$ cat config.mk
export PLATFORM = sky130hd
export DESIGN_NAME = peripheral_regs
export DESIGN_NICKNAME = d
export VERILOG_FILES = /design/src/rtl/periph_pkg.sv /design/src/rtl/button_debounce.sv /design/src/rtl/peripheral_regs.sv
export SDC_FILE = /design/constraint.sdc
export NUM_CORES = 1
export LEC_CHECK = 0
export ABC_AREA = 1
export ABC_CLOCK_PERIOD_IN_PS = 2000
export BUFFER_PORTS_ARGS = -buffer_cell sky130_fd_sc_hd__buf_2
export CAP_MARGIN = 10
export CORE_MARGIN = 10
export CORE_UTILIZATION = 49
export DETAILED_ROUTE_END_ITERATION = 12
export GPL_TIMING_DRIVEN = 0
export PLACE_DENSITY_LB_ADDON = 0.3
export SLEW_MARGIN = 0
export SYNTH_ARGS = -nofsm -noshare
export SYNTH_HDL_FRONTEND = slang
export SYNTH_SLANG_ARGS = --single-unit
$ cat constraint.sdc
create_clock -name clk -period 2 [get_ports clk]
set_input_delay 0 -clock clk [delete_from_list [all_inputs] [get_ports clk]]
set_output_delay 0 -clock clk [all_outputs]
set_load 0.05 [all_outputs]
$ cat src/rtl/periph_pkg.sv
// periph_pkg: register map shared by peripheral_regs and its bench.
package periph_pkg;

  localparam logic [6:0] REG_LED        = 7'd1;
  localparam logic [6:0] REG_BTN_LEVEL  = 7'd2;
  localparam logic [6:0] REG_BTN_PRESS  = 7'd3;
  localparam logic [6:0] REG_TIMER      = 7'd5;
  localparam logic [6:0] REG_TIMER_STAT = 7'd6;
  localparam logic [6:0] REG_DIGIT_BASE = 7'd8;

  // Register index of 7-segment digit slot d (d is at most 7).
  function automatic logic [6:0] digit_index(input int d);
    return REG_DIGIT_BASE + 7'(d);
  endfunction

endpackage

$ cat src/rtl/button_debounce.sv
// button_debounce: 2-flop synchronizer, stability counter and rising-edge
// detect for one raw button input.
module button_debounce #(
  parameter int DEBOUNCE_BITS = 16
)(
  input  logic clk,
  input  logic reset_n,
  input  logic button,
  output logic level,
  output logic rise
);

  logic                     sync_p0;
  logic                     sync_p1;
  logic [DEBOUNCE_BITS-1:0] count;
  logic                     flip;

  // The level flips on the edge that completes the 2^DEBOUNCE_BITS-th
  // consecutive disagreeing cycle; rise marks a flip from 0 to 1.
  assign flip = (sync_p1 != level) && (count == '1);
  assign rise = flip && !level;

  // Two-stage synchronizer for the asynchronous button pin.
  always_ff @(posedge clk or negedge reset_n) begin
    if (!reset_n) begin
      sync_p0 <= 1'b0;
      sync_p1 <= 1'b0;
    end else begin
      sync_p0 <= button;
      sync_p1 <= sync_p0;
    end
  end

  // Count disagreeing cycles; any agreement restarts the count.
  always_ff @(posedge clk or negedge reset_n) begin
    if (!reset_n) begin
      count <= '0;
      level <= 1'b0;
    end else if (sync_p1 == level) begin
      count <= '0;
    end else if (flip) begin
      count <= '0;
      level <= sync_p1;
    end else begin
      count <= count + DEBOUNCE_BITS'(1);
    end
  end

endmodule

$ cat src/rtl/peripheral_regs.sv
// peripheral_regs: register-mapped LEDs, 7-segment digit registers and
// debounced push buttons with sticky clear-on-read press flags.
// Define PERIPH_TIMER_EN to add the reload timer at indices 5 (reload) and
// 6 (expired flag); without it those indices read 0 and ignore writes.
module peripheral_regs
  import periph_pkg::*;
#(
  parameter int LED_WIDTH     = 8,
  parameter int NUM_DIGITS    = 4,
  parameter int NUM_BUTTONS   = 4,
  parameter int DEBOUNCE_BITS = 16
)(
  input  logic                    clk,
  input  logic                    reset_n,
  input  logic [6:0]              register_index,
  input  logic                    register_read,
  input  logic                    register_write,
  input  logic [15:0]             register_write_value,
  output logic [15:0]             register_read_value,
  output logic [LED_WIDTH-1:0]    led,
  output logic [NUM_DIGITS*7-1:0] digits,
  input  logic [NUM_BUTTONS-1:0]  buttons
);

  logic [6:0]             digit_q [NUM_DIGITS];
  logic [NUM_BUTTONS-1:0] btn_level;
  logic [NUM_BUTTONS-1:0] btn_rise;
  logic [NUM_BUTTONS-1:0] press_flags;
  logic [15:0]            rd_data;
  logic                   press_clear;
  logic                   unused_wdata;

  // Only the low bits of the write bus land in narrow registers.
  assign unused_wdata = ^register_write_value;
  assign press_clear  = register_read && (register_index == REG_BTN_PRESS);

  genvar g;
  generate
    for (g = 0; g < NUM_BUTTONS; g++) begin : g_btn
      button_debounce #(
        .DEBOUNCE_BITS(DEBOUNCE_BITS)
      ) u_debounce (
        .clk     (clk),
        .reset_n (reset_n),
        .button  (buttons[g]),
        .level   (btn_level[g]),
        .rise    (btn_rise[g])
      );
    end
    for (g = 0; g < NUM_DIGITS; g++) begin : g_dig
      assign digits[7*g +: 7] = digit_q[g];
    end
  endgenerate

  // LED register write.
  always_ff @(posedge clk or negedge reset_n) begin
    if (!reset_n) begin
      led <= '0;
    end else if (register_write && (register_index == REG_LED)) begin
      led <= register_write_value[LED_WIDTH-1:0];
    end
  end

  // Digit register writes, one 7-bit slot per digit.
  always_ff @(posedge clk or negedge reset_n) begin
    if (!reset_n) begin
      for (int d = 0; d < NUM_DIGITS; d++) digit_q[d] <= '0;
    end else if (register_write) begin
      for (int d = 0; d < NUM_DIGITS; d++) begin
        if (register_index == digit_index(d)) digit_q[d] <= register_write_value[6:0];
      end
    end
  end

  // Sticky press flags: a read of the flag register clears them, but a
  // press landing on the same edge survives.
  always_ff @(posedge clk or negedge reset_n) begin
    if (!reset_n) begin
      press_flags <= '0;
    end else begin
      press_flags <= (press_clear ? '0 : press_flags) | btn_rise;
    end
  end

`ifdef PERIPH_TIMER_EN
  logic [15:0] timer_reload;
  logic [15:0] timer_count;
  logic        timer_expired;
  logic        timer_load;
  logic        timer_tick;

  assign timer_load = register_write && (register_index == REG_TIMER);
  // A count of 1 reaches 0 on this edge; a fresh load pre-empts it.
  assign timer_tick = !timer_load && (timer_count == 16'd1);

  // Reload/count registers: a reload of 0 leaves the timer stopped.
  always_ff @(posedge clk or negedge reset_n) begin
    if (!reset_n) begin
      timer_reload <= '0;
      timer_count  <= '0;
    end else if (timer_load) begin
      timer_reload <= register_write_value;
      timer_count  <= register_write_value;
    end else if (timer_tick) begin
      timer_count  <= timer_reload;
    end else if (timer_count != '0) begin
      timer_count  <= timer_count - 16'd1;
    end
  end

  // Expired flag: clear-on-read, with a simultaneous expiry winning.
  always_ff @(posedge clk or negedge reset_n) begin
    if (!reset_n) begin
      timer_expired <= 1'b0;
    end else if (timer_tick) begin
      timer_expired <= 1'b1;
    end else if (register_read && (register_index == REG_TIMER_STAT)) begin
      timer_expired <= 1'b0;
    end
  end
`endif

  // Read mux over the current (pre-write) register contents.
  always_comb begin
    rd_data = '0;
    case (register_index)
      REG_LED:        rd_data[LED_WIDTH-1:0]   = led;
      REG_BTN_LEVEL:  rd_data[NUM_BUTTONS-1:0] = btn_level;
      REG_BTN_PRESS:  rd_data[NUM_BUTTONS-1:0] = press_flags;
`ifdef PERIPH_TIMER_EN
      REG_TIMER:      rd_data                  = timer_reload;
      REG_TIMER_STAT: rd_data[0]               = timer_expired;
`endif
      default:        rd_data                  = '0;
    endcase
    for (int d = 0; d < NUM_DIGITS; d++) begin
      if (register_index == digit_index(d)) rd_data[6:0] = digit_q[d];
    end
  end

  // Registered read data, held between read strobes.
  always_ff @(posedge clk or negedge reset_n) begin
    if (!reset_n) begin
      register_read_value <= '0;
    end else if (register_read) begin
      register_read_value <= rd_data;
    end
  end

endmodule

**Word-level counts from Yosys, hierarchy flattened**

Cells that the tools add are included.

- Register bits: 124
- Bits in latches: 0
- RAM bits: 0
- Bits in read-only memories: 0
- Input bits: 31
- Output and inout port bits: 52
- Word-level logic and storage cells: 88
- Memories: 0

- $add $sub $neg: 4
- $mul: 0
- Div/mod/pow operators: 0
- Magnitude comparators: 0
- Equality and inequality tests: 19
- Shifts and indexed selects: 0
- Multiplexer cells: 15
- Bitwise logic cells: 5
- Reduce and logical (&&, ||, !) cells: 22

Operators with widths:

| kind | number |
|---|---|
| 16-bit 2-to-1 mux | 8 |
| 16-bit by 1-bit adder with 16-bit output (second input constant) | 4 |
| 16-bit == test (second input constant) | 4 |
| 7-bit by 4-bit == test with 1-bit output (second input constant) | 4 |
| 7-bit 2-to-1 mux | 4 |
| 2-bit AND reduction | 8 |
| 7-bit by 2-bit == test with 1-bit output (second input constant) | 2 |
| 4-bit one-hot mux with 3 select lines | 1 |
| 1-bit logical AND | 10 |
| 4-bit 2-to-1 mux | 2 |
| 7-bit by 1-bit == test with 1-bit output (second input constant) | 1 |
| 1-bit == test | 4 |
| 1-bit zero test | 4 |
| 1-bit inequality test | 4 |
| 1-bit NOT | 4 |
| 4-bit bitwise OR | 1 |

**Logic depth before layout (Yosys ltp)**

Gate-level depths: netlist of run 1.

- Word-level depth: 6
- Gate-level depth with buffers: 11
- Depth with buffers taken out: 9

**By module**

A second synthesis of run 1 with hierarchy kept.

- Cell total of the unflattened synthesis: 767
- Area total of the unflattened synthesis: 6433.7 sq um

By module, submodules not included:

| module | instances | cells each | area each (sq um) | seq. area each (sq um) |
|---|---|---|---|---|
| button_debounce | 4 | 122 | 992.2 | 475.5 |
| peripheral_regs | 1 | 279 | 2464.9 | 1201.2 |

**Worst setup path after synthesis of run 1**

OpenSTA, ideal clock, no wires.

- Kind: register to register
- Start: reg g_btn[1].u_debounce.count[0]
- End: reg g_btn[1].u_debounce.count[5]
- Setup time: 124 ps
- Arrival time: 1337 ps
- Data required time: 1876 ps
- Path slack: 539 ps
- Cell stages (with the launch flop): 9
- Path buffers: 1
- Clock period less this slack: 1461 ps
- Path through: dfrtp_1 ha_1 nand3_2 nor2_2 nand2_2 nor2_4 nand4_2 buf_6 nor3b_1

- Longest elaborated chain between the ends: 4
- Elaborated cells on any way between the ends: 5
- Classes of those cells: add/sub (1); eq/ne (1); mux (2); reduce/logical (1)

RTL lines:

| element | RTL line | text |
|---|---|---|
| start, declared | button_debounce.sv:15 | `logic [DEBOUNCE_BITS-1:0] count;` |
| start signal, assigned | button_debounce.sv:45 | `count <= count + DEBOUNCE_BITS'(1);` |
| parallel branches: the longest is 2 deep, another holds 16-bit by 1-bit adder with 16-bit output | n/a |  |
| 16-bit 2-to-1 mux (*) | button_debounce.sv:41 | `end else if (flip) begin` |
| 16-bit 2-to-1 mux (*) | button_debounce.sv:39 | `end else if (sync_p1 == level) begin` |

Every way passes the cells marked *.
A chain may end at the register's enable or synchronous reset.

**Final worst setup path of run 1**

- Start: reg g_btn[3].u_debounce.count[0]
- End: reg g_btn[3].u_debounce.count[5]

- Longest elaborated chain between the ends: 4
- Elaborated cells on any way between the ends: 5
- Classes of those cells: add/sub (1); eq/ne (1); mux (2); reduce/logical (1)

RTL lines:

| element | RTL line |
|---|---|
| start, declared | button_debounce.sv:15 |
| start signal, assigned | button_debounce.sv:45 |
| parallel branches: the longest is 2 deep, another holds 16-bit by 1-bit adder with 16-bit output | n/a |
| 16-bit 2-to-1 mux (*) | button_debounce.sv:41 |
| 16-bit 2-to-1 mux (*) | button_debounce.sv:39 |

Marks and branches as above.

==> summary.txt, run 1 <==
status - finished, final reports clean
Yosys reg bits - 124
drt drc - 0
Synth top area share - 49.5%
most common cell after layout, fill and taps aside - nand2_1
Worst EP required - 2290 ps
CTS Buffer Depth - 2
Sink Count - 124
top post-synthesis cells by area - dfrtp_1 50%, nand2_1 8.7%, nor2_1 5.3%, inv_1 5.2%, nand3_1 4.3%
Via-to-Cell Ratio - 5.15
clk_skew - 6.68 ps
drt pass-1 iters - 5
critical-path maximum fanout - 10
Sw Share - 24.6%
worst reg2reg path depth - 8
CP most frequent cell - nand3_2
Routed Antenna Nets - 0
initial antenna violation count - 0
sequential share of power - 40.3%
Clock transition at path regs - 50 ps
CP max stage delay - 370 ps
Final Cell Area - 7670 um^2
Iteration-0 DRC Markers - 389
Worst R2R Setup Slack - 310 ps
Initial Utilization - 49.9%
fmax - 0.593 GHz
peak supply drop - 0.000839 V
Synth Instances - 730
Tightest Pin Transition - 548 ps
I/O Pins - 83
CTS tree - built
postcts setup bufs - 0
PortBufs - 66
total wire length - 14.6 mm
root buffer cell - clkbuf_16
row count - 41
Power, Total - 6.71 mW
Final Core Density - 61.0%
Nets - 873
area of the core - 12600 um^2
crit path cell chain - ha_1 > nand3_2 > nor3_4 > inv_2 > nor2_2 > nand3_2 > buf_6 > nor3b_1
cell taking the most area after synthesis - dfrtp_1
vias - 5268
global route overflow - 0
Die ar. - 17700 um^2
Post-Syn Area - 6270 um^2
share of layout cells above drive strength 1 - 20.8%
crit path DAT - 1980 ps
Hold Crit Class - in2async
CP Class - reg2reg
Num CTS Buffers - 17
most frequent cells in the layout - 145 x nand2_1, 124 x dfrtp_1, 88 x nor2_1
post-synthesis sequential area ratio - 49.5%
Leakage - 3.63 nW
DP HPWL - 10.6 mm
combinational power share - 10.0%
reg2reg end - g_btn[3].u_debounce.count[5]$_DFF_PN0_
gr usage total - 17.2%
setup violators final - 0
Max Slew Vio Count - 0
Power Dens Cells - 874 nW/um^2
Yosys cell types - 42
critical path startpoint category - register
Die Span Y - 133 um
WP buf/inv - 2
Min Hold Slack - 81.4 ps
endpoint class of the critical path - register
Mapped Avg Cell Area - 8.59 um^2
worst-skew pair later-pin latency - 420 ps
Die Span X - 133 um
NetSw - 1.65 mW
Final min period - 1690 ps
final weighted congestion in routability-driven placement - 0.878
vias in the first global route - 5254
H-tree depth - 4
placed cell area - 6870 um^2
Slew headroom - 63.1%
Ys Warns - 0
largest net degree at the start of global routing - 77
Top delay family on crit path - simple AND/OR/NAND/NOR gates
WL per Instance - 14.3 um
Ant. Diodes - 0
Pint - 5.06 mW
Clk pwr share - 49.7%
Final Hold Fails - 0
critical path's slowest cell - dfrtp_1
first-pass GRT wire length - 25.1 mm
reg2reg start - g_btn[3].u_debounce.count[0]$_DFF_PN0_
final worst-path cycle share - 84.4%
Max-Cap Viols - 0
Syn-to-layout area delta - 22.4%
RSZ-0062 raised after global routing - no
timing repair:
item / CTS / global route
endpoints found under the setup margin: 0 / 0
endpoints found under the hold margin: 165 / 0
gates resized for setup: 0 / 0
hold buffers: 15 / 0
power groups by stage:
stage / Sequential, mW / Combinational (mW) / Clock, mW
finish: 2.70 / 0.670 / 3.34
global route: 2.71 / 0.728 / 3.51
CTS: 2.70 / 0.678 / 3.39
detailed placement: 2.74 / 0.651 / 0
global placement: 2.74 / 0.631 / 0
floorplan: 2.95 / 0.217 / 0
worst max-delay path by stage:
stage	startpoint	end	slack, ps	cells after the start
finish	g_btn[3].u_debounce.count[0]$_DFF_PN0_	g_btn[3].u_debounce.count[5]$_DFF_PN0_	310	8
CTS	g_btn[3].u_debounce.count[0]$_DFF_PN0_	g_btn[3].u_debounce.count[5]$_DFF_PN0_	310	8
floorplan	g_btn[1].u_debounce.count[0]$_DFF_PN0_	g_btn[1].u_debounce.count[5]$_DFF_PN0_	540	8
global route	g_btn[1].u_debounce.count[0]$_DFF_PN0_	g_btn[1].u_debounce.count[5]$_DFF_PN0_	160	8
global placement	reset_n	g_btn[0].u_debounce.count[5]$_DFF_PN0_	-620	1
detailed placement	g_btn[1].u_debounce.count[0]$_DFF_PN0_	g_btn[1].u_debounce.count[5]$_DFF_PN0_	350	8
cell type report:
cell class	instances	area (um^2)
clock inverters	12	193
multi-input cells	500	2690
inverters	92	345
repair buffers	82	514
clock buffers	20	457
flip-flops and latches	124	3100
well taps	172	215
plain buffers	21	158
fillers	1086	4900
cells in the mapped netlist:
cell type,number
nand3_4,1
nor3b_2,1
nor3_1,18
xor2_1,21
a211oi_1,2
nand4_2,1
o211a_1,1
nand4_4,1
xnor2_1,8
ha_1,4
o21ai_1,20
dfrtp_1,124
or2_2,4
nor3_4,4
nor3b_1,12
o22ai_1,1
a31o_2,1
nor4_1,4
a31oi_1,1
nand3_1,54
nor2_1,88
a21oi_1,4
o21bai_1,2
conb_1,1
nor2_2,3
clkbuf_1,1
buf_4,9
nand3_2,7
nand4_1,25
nor3_2,5
mux2_2,1
nand2_2,8
nand2_1,145
nor2_4,5
buf_6,5
nand2_4,1
o21ai_2,10
o21ai_0,28
inv_2,5
xnor2_2,1
buf_2,6
inv_1,87
registers in the layout, indices dropped and copies added (netlist names):
| register | flops |
|---|---|
| g_btn.u_debounce.sync_p1 | 4 |
| g_btn.u_debounce.level | 4 |
| press_flags | 4 |
| register_read_value | 8 |
| g_btn.u_debounce.sync_p0 | 4 |
| led | 8 |
| digits | 28 |
| g_btn.u_debounce.count | 64 |
kinds of logic (layout without fill, tap and decap cells):
kind of cell	count (synthesis)	in the layout	share of synthesized area (%)
flops	124	124	49.5
fa+ha+maj	4	4	0.799
simple gates	387	387	30.6
buf+inv	113	227	8.03
compound gates	70	70	6.53
other cells	1	8	0.0598
xor+xnor	30	30	4.31
mux	1	1	0.180
layer usage:
layer  vias to the layer above  track usage, %  share of wire, %
met3                        15            5.08               5.9
met1                      2524            20.8                44
met5                         -               0                 0
met2                       148            28.3                49
li1                       2581               -                 -
met4                         0            6.59               1.2
through the flow:
step / worst slack [ps] / instances / setup TNS, ps
5_1_grt: 156 / 1023 / 0
3_3_place_gp: -623 / 975 / -76530
2_1_floorplan: 539 / 737 / 0
4_1_cts: 315 / 1023 / 0
3_5_place_dp: 347 / 976 / 0
6_report: 312 / 1023 / 0
Power figures use the tool's default switching activity.
==> inputs of run 2 (changes only) <==
- ABC_AREA: 1 -> 0
- ABC_CLOCK_PERIOD_IN_PS: 2000 -> 1400
- clock period: 2 -> 1.4 ns (I/O delays scaled with it)
==> summary.txt, run 2 <==
status - finished, violations left
failing checks - setup timing
Die Span Y - 129 um
Final Core Density - 70.7%
root buffer cell - clkbuf_16
critical path's slowest cell - dfrtp_1
Power Dens Cells - 1150 nW/um^2
RSZ-0062 raised after global routing - yes
vias - 4713
Power, Total - 9.33 mW
Post-Syn Area - 5800 um^2
first-pass GRT wire length - 23.5 mm
global route overflow - 0
PortBufs - 64
critical-path maximum fanout - 5
max FFs per register - 64
Ys Warns - 0
Ant. Diodes - 0
clk_skew - 5.09 ps
Leakage - 3.75 nW
vias in the first global route - 4726
critical path startpoint category - register
gr usage total - 17.7%
Nets - 731
post-synthesis async set-or-reset flop share - 100%
Syn-to-layout area delta - 40.3%
CTS Buffer Depth - 2
row count - 39
Synth Instances - 520
Synth top area share - 53.5%
peak supply drop - 0.000777 V
Worst EP required - 1700 ps
Via-to-Cell Ratio - 5.53
Final Hold Fails - 0
worst-skew pair later-pin latency - 410 ps
multi-input logic area - 2980 um^2
cell taking the most area after synthesis - dfrtp_1
setup violators final - 48
Tightest Pin Transition - 626 ps
most common cell in the synthesized netlist - dfrtp_1
drt drc - 0
Num CTS Buffers - 17
Iteration-0 DRC Markers - 410
GR peak layer - met2
H-tree depth - 4
initial antenna violation count - 0
CP max stage delay - 340 ps
Max Slew Vio Count - 0
crit path cell chain - and4_1 > buf_6 > nand3_4 > buf_6 > o31ai_4 > buf_6 > nor2_1
Top reg by flops - g_btn.u_debounce.count
final weighted congestion in routability-driven placement - 0.858
Die Span X - 129 um
most common cell after layout, fill and taps aside - dfrtp_1
WL per Instance - 17.8 um
Clock transition at path regs - 50 ps
Hold Crit Class - in2async
share of layout cells above drive strength 1 - 45.8%
crit path DAT - 1860 ps
Slew headroom - 58.3%
Die ar. - 16600 um^2
Layout fillers - 754
I/O Pins - 83
area of the core - 11500 um^2
M1 GR Usage - 20.4%
DP HPWL - 9.01 mm
Main synth FF type - dfrtp_1
top post-synthesis cells by area - dfrtp_1 53%, mux2_2 8.5%, xnor2_1 5.1%, nor2_1 4.6%, xor2_1 3.2%
Yosys reg bits - 124
Initial Utilization - 50.4%
fmax - 0.641 GHz
CP most frequent cell - buf_6
most frequent cells in the layout - 104 x dfrtp_1, 67 x buf_2, 67 x buf_4
storage element area - 3130 um^2
CTS tree - built
Mapped Avg Cell Area - 11.2 um^2
Yosys cell types - 49
post-synthesis sequential area ratio - 53.5%
drt pass-1 iters - 5
met3 Use GR - 5.71%
final worst-path cycle share - 112%
Routed Antenna Nets - 0
CP Class - reg2reg
largest net degree at the start of global routing - 90
synth cell count leaders - 124 x dfrtp_1, 71 x nor2_1, 44 x mux2_2
post-route setup slack - -161 ps
Post-synth EDFFs - 0
Final min period - 1560 ps
GR met2 Demand/Resource - 30.2%
endpoint class of the critical path - register
Max-Cap Viols - 0
total wire length - 15.2 mm
Sink Count - 124
[run 2: cell types whose count changed in the layout (fill, tap and decap cells not counted), moves of 19 or more]
cell	previous run	this run
nand2_1	145	22
inv_1	87	9
buf_4	9	67
mux2_2	1	42
nor2_1	88	51
nand3_1	54	21
xnor2_1	8	31
dfrtp_1	124	104
dfrtp_2	0	20
o21ai_1	20	1
[run 2: power by group]
part           internal (mW)  switching [mW]  total [mW]  leakage [nW]
logic                  0.412           0.776        1.19          1.83
clock network           2.69            1.58        4.27         0.281
registers               3.74           0.133        3.87          1.64
total                   6.84            2.49        9.33          3.75
[run 2: cell type report]
cell class | instances | share of cell area, %
clock buffer | 20 | 5.61
timing repair buffer | 150 | 13.3
buffer | 21 | 1.88
multi-input combinational | 372 | 36.7
tap | 143 | 2.20
sequential | 124 | 38.4
inverter | 10 | 0.461
clock inverter | 12 | 1.49
[run 2: through the flow]
| stage | cells | setup WS, ps | cell area (um^2) | hold WS (ps) | TNS, ps |
|---|---|---|---|---|---|
| 2_1_floorplan | 527 | -129 | 5950 | -296 | -1630 |
| 3_3_place_gp | 734 | -1420 | 6450 | 110 | -175210 |
| 3_5_place_dp | 735 | -508 | 6480 | -87.5 | -28910 |
| 4_1_cts | 830 | -115 | 7730 | 45.7 | -3470 |
| 5_1_grt | 852 | -256 | 8140 | 72.2 | -9370 |
| 6_report | 852 | -161 | 8140 | 54.8 | -4650 |
[run 2: path summary, 6_finish.rpt]
kind | startpoint | endpoint | slack [ps] | cells after the start
setup / recovery | g_btn[2].u_debounce.count[3]$_DFF_PN0_ | g_btn[2].u_debounce.count[8]$_DFF_PN0_ | -160 | 7
hold / removal | reset_n | g_btn[2].u_debounce.count[6]$_DFF_PN0_ | 50 | 2
setup reg to reg | g_btn[2].u_debounce.count[3]$_DFF_PN0_ | g_btn[2].u_debounce.count[8]$_DFF_PN0_ | -160 | 7
hold reg to reg | g_btn[1].u_debounce.sync_p0$_DFF_PN0_ | g_btn[1].u_debounce.sync_p1$_DFF_PN0_ | 340 | 0
max in group asynchronous | reset_n | led[0]$_DFFE_PN0P_ | 600 | 3
min in group clk | register_index[6] | register_read_value[7]$_DFFE_PN0P_ | 120 | 5
[run 2: routing by layer]
metal | vias up | routed length (um)
met5 | - | 0
met4 | 0 | 321
met3 | 25 | 872
met2 | 123 | 7840
met1 | 2356 | 6150
li1 | 2209 | -
[run 2: cells by family after synthesis]
group,synth area share (%)
AOI/OAI and AO/OA,6.68
xor gates and xnor gates,8.30
adders and majority gates,0.862
buffers and inverters,2.74
DFF,53.5
muxes,9.06
other,0.0646
and+or+nand+nor,18.8
[run 2: repair_timing]
action / 4_1_cts / 5_1_grt
pin swaps: 21 / 20
cloned: 2 / 1
buffers inserted: 47 / 22
gates resized for setup: 39 / 60
hold buffers: 14 / 0
endpoints found under the setup margin: 89 / 76
endpoints found under the hold margin: 165 / 0
[run 2: worst max-delay path, delay by kind of cell (launching register included)]
kind / cells / cell delay (ps)
buffers and inverters: 3 / 460
AND/OR/NAND/NOR: 3 / 370
AO/OA/AOI/OAI: 1 / 280
flip-flops: 1 / 340
==> inputs of run 3 (changes only) <==
- SETUP_SLACK_MARGIN: default -> 0.1
==> summary.txt, run 3 (synthesized netlist as in run 2, its figures left out) <==
Worst EP required - 1710 ps
Iteration-0 DRC Markers - 373
I/O Pins - 83
Final min period - 1600 ps
largest net degree at the start of global routing - 69
final instance count without filler cells - 876
drt drc - 0
Hold Crit Class - in2async
endpoint class of the critical path - register
vias - 4856
Nets - 755
H-tree depth - 4
storage element area - 3130 um^2
Tightest Pin Transition - 546 ps
most frequent cells in the layout - 102 x dfrtp_1, 79 x buf_4, 67 x buf_2
Power Dens Cells - 1150 nW/um^2
final worst-path cycle share - 114%
Die Span X - 129 um
Clock transition at path regs - 60 ps
worst-skew pair later-pin latency - 420 ps
Via-to-Cell Ratio - 5.54
Max-Cap Viols - 0
Initial Utilization - 50.4%
setup violators final - 55
setup TNS - -5520 ps
total wire length - 16.3 mm
# placed instances - 735
Ant. Diodes - 0
peak supply drop - 0.00116 V
clk_skew - 9.62 ps
PortBufs - 64
Syn-to-layout area delta - 49.6%
most common cell after layout, fill and taps aside - dfrtp_1
CTS tree - built
multi-input logic area - 3230 um^2
Max Slew Vio Count - 0
status - finished, violations left
failing checks - setup timing
drt pass-1 iters - 4
Die Span Y - 129 um
CTS Buffer Depth - 2
area of the core - 11500 um^2
critical-path maximum fanout - 5
Leakage - 4.03 nW
vias in the first global route - 4982
RSZ-0062 raised after global routing - yes
final weighted congestion in routability-driven placement - 0.830
critical path startpoint category - register
DP HPWL - 9.13 mm
crit path DAT - 1910 ps
first-pass GRT wire length - 24.8 mm
row count - 39
Sink Count - 124
Min Hold Slack - 124 ps
gr usage total - 18.6%
CP Class - reg2reg
initial antenna violation count - 0
Top reg by flops - g_btn.u_debounce.count
WL per Instance - 18.6 um
Slew headroom - 63.6%
Layout fillers - 723
Final Hold Fails - 0
max FFs per register - 64
root buffer cell - clkbuf_16
fmax - 0.626 GHz
post-route setup slack - -197 ps
Num CTS Buffers - 17
Die ar. - 16600 um^2
Routed Antenna Nets - 0
share of layout cells above drive strength 1 - 51.7%
global route overflow - 0
DP Worst Slack - -511 ps
run 3: metrics by stage:
stage          instance area, um^2  utilization [%]  total power [mW]
2_1_floorplan                 6020                -              4.64
3_3_place_gp                  6520             56.6              4.94
3_5_place_dp                  6550             56.9              4.98
4_1_cts                       8110             70.4              9.92
5_1_grt                       8680             75.4              10.3
6_report                      8680             75.4              9.97
run 3: cell type report:
type	instances	area share, %
flip-flops and latches	124	36.1
clock inverters	11	2.21
well taps	143	2.06
clock buffers	21	5.30
repair buffers	174	14.9
inverters	10	0.432
multi-input cells	372	37.2
plain buffers	21	1.77
run 3: worst paths after layout:
kind | startpoint | endpoint | slack [ps] | cells past startpoint
min reg2reg | g_btn[2].u_debounce.sync_p0$_DFF_PN0_ | g_btn[2].u_debounce.sync_p1$_DFF_PN0_ | 350 | 0
max in group asynchronous | reset_n | digits[13]$_DFFE_PN0P_ | 550 | 3
max | g_btn[0].u_debounce.count[10]$_DFF_PN0_ | g_btn[0].u_debounce.count[7]$_DFF_PN0_ | -200 | 6
max reg2reg | g_btn[0].u_debounce.count[10]$_DFF_PN0_ | g_btn[0].u_debounce.count[7]$_DFF_PN0_ | -200 | 6
min in group clk | register_index[2] | register_read_value[0]$_DFFE_PN0P_ | 150 | 4
min | reset_n | g_btn[2].u_debounce.count[7]$_DFF_PN0_ | 120 | 2
run 3: what timing repair did:
action	CTS	global route
cloned	2	1
resized for setup	78	70
setup buffers	53	43
endpoints found under the hold margin	97	0
pin swaps	30	45
setup endpoints to repair	79	114
hold buffers	14	0
run 3: per-layer routing:
metal / GRT usage, % / vias up / part of all wire (%)
met2: 31.8 / 121 / 53
met4: 8.03 / 0 / 2.2
met5: 0 / - / 0
met1: 21.4 / 2443 / 40
met3: 5.42 / 38 / 4.7
li1: - / 2254 / -
run 3: critical path, stage by stage, from the launching register on:
cell,delay [ps]
dfrtp_1,370
nand4_1,120
buf_6,150
nor4_4,350
a31o_2,300
buf_6,150
nor2_1,40
run 3: power breakdown:
group | leakage (nW) | switching [mW] | internal, mW | total [mW]
Combinational | 2.08 | 0.807 | 0.447 | 1.25
Clock | 0.309 | 1.59 | 3.25 | 4.84
Sequential | 1.64 | 0.136 | 3.74 | 3.88
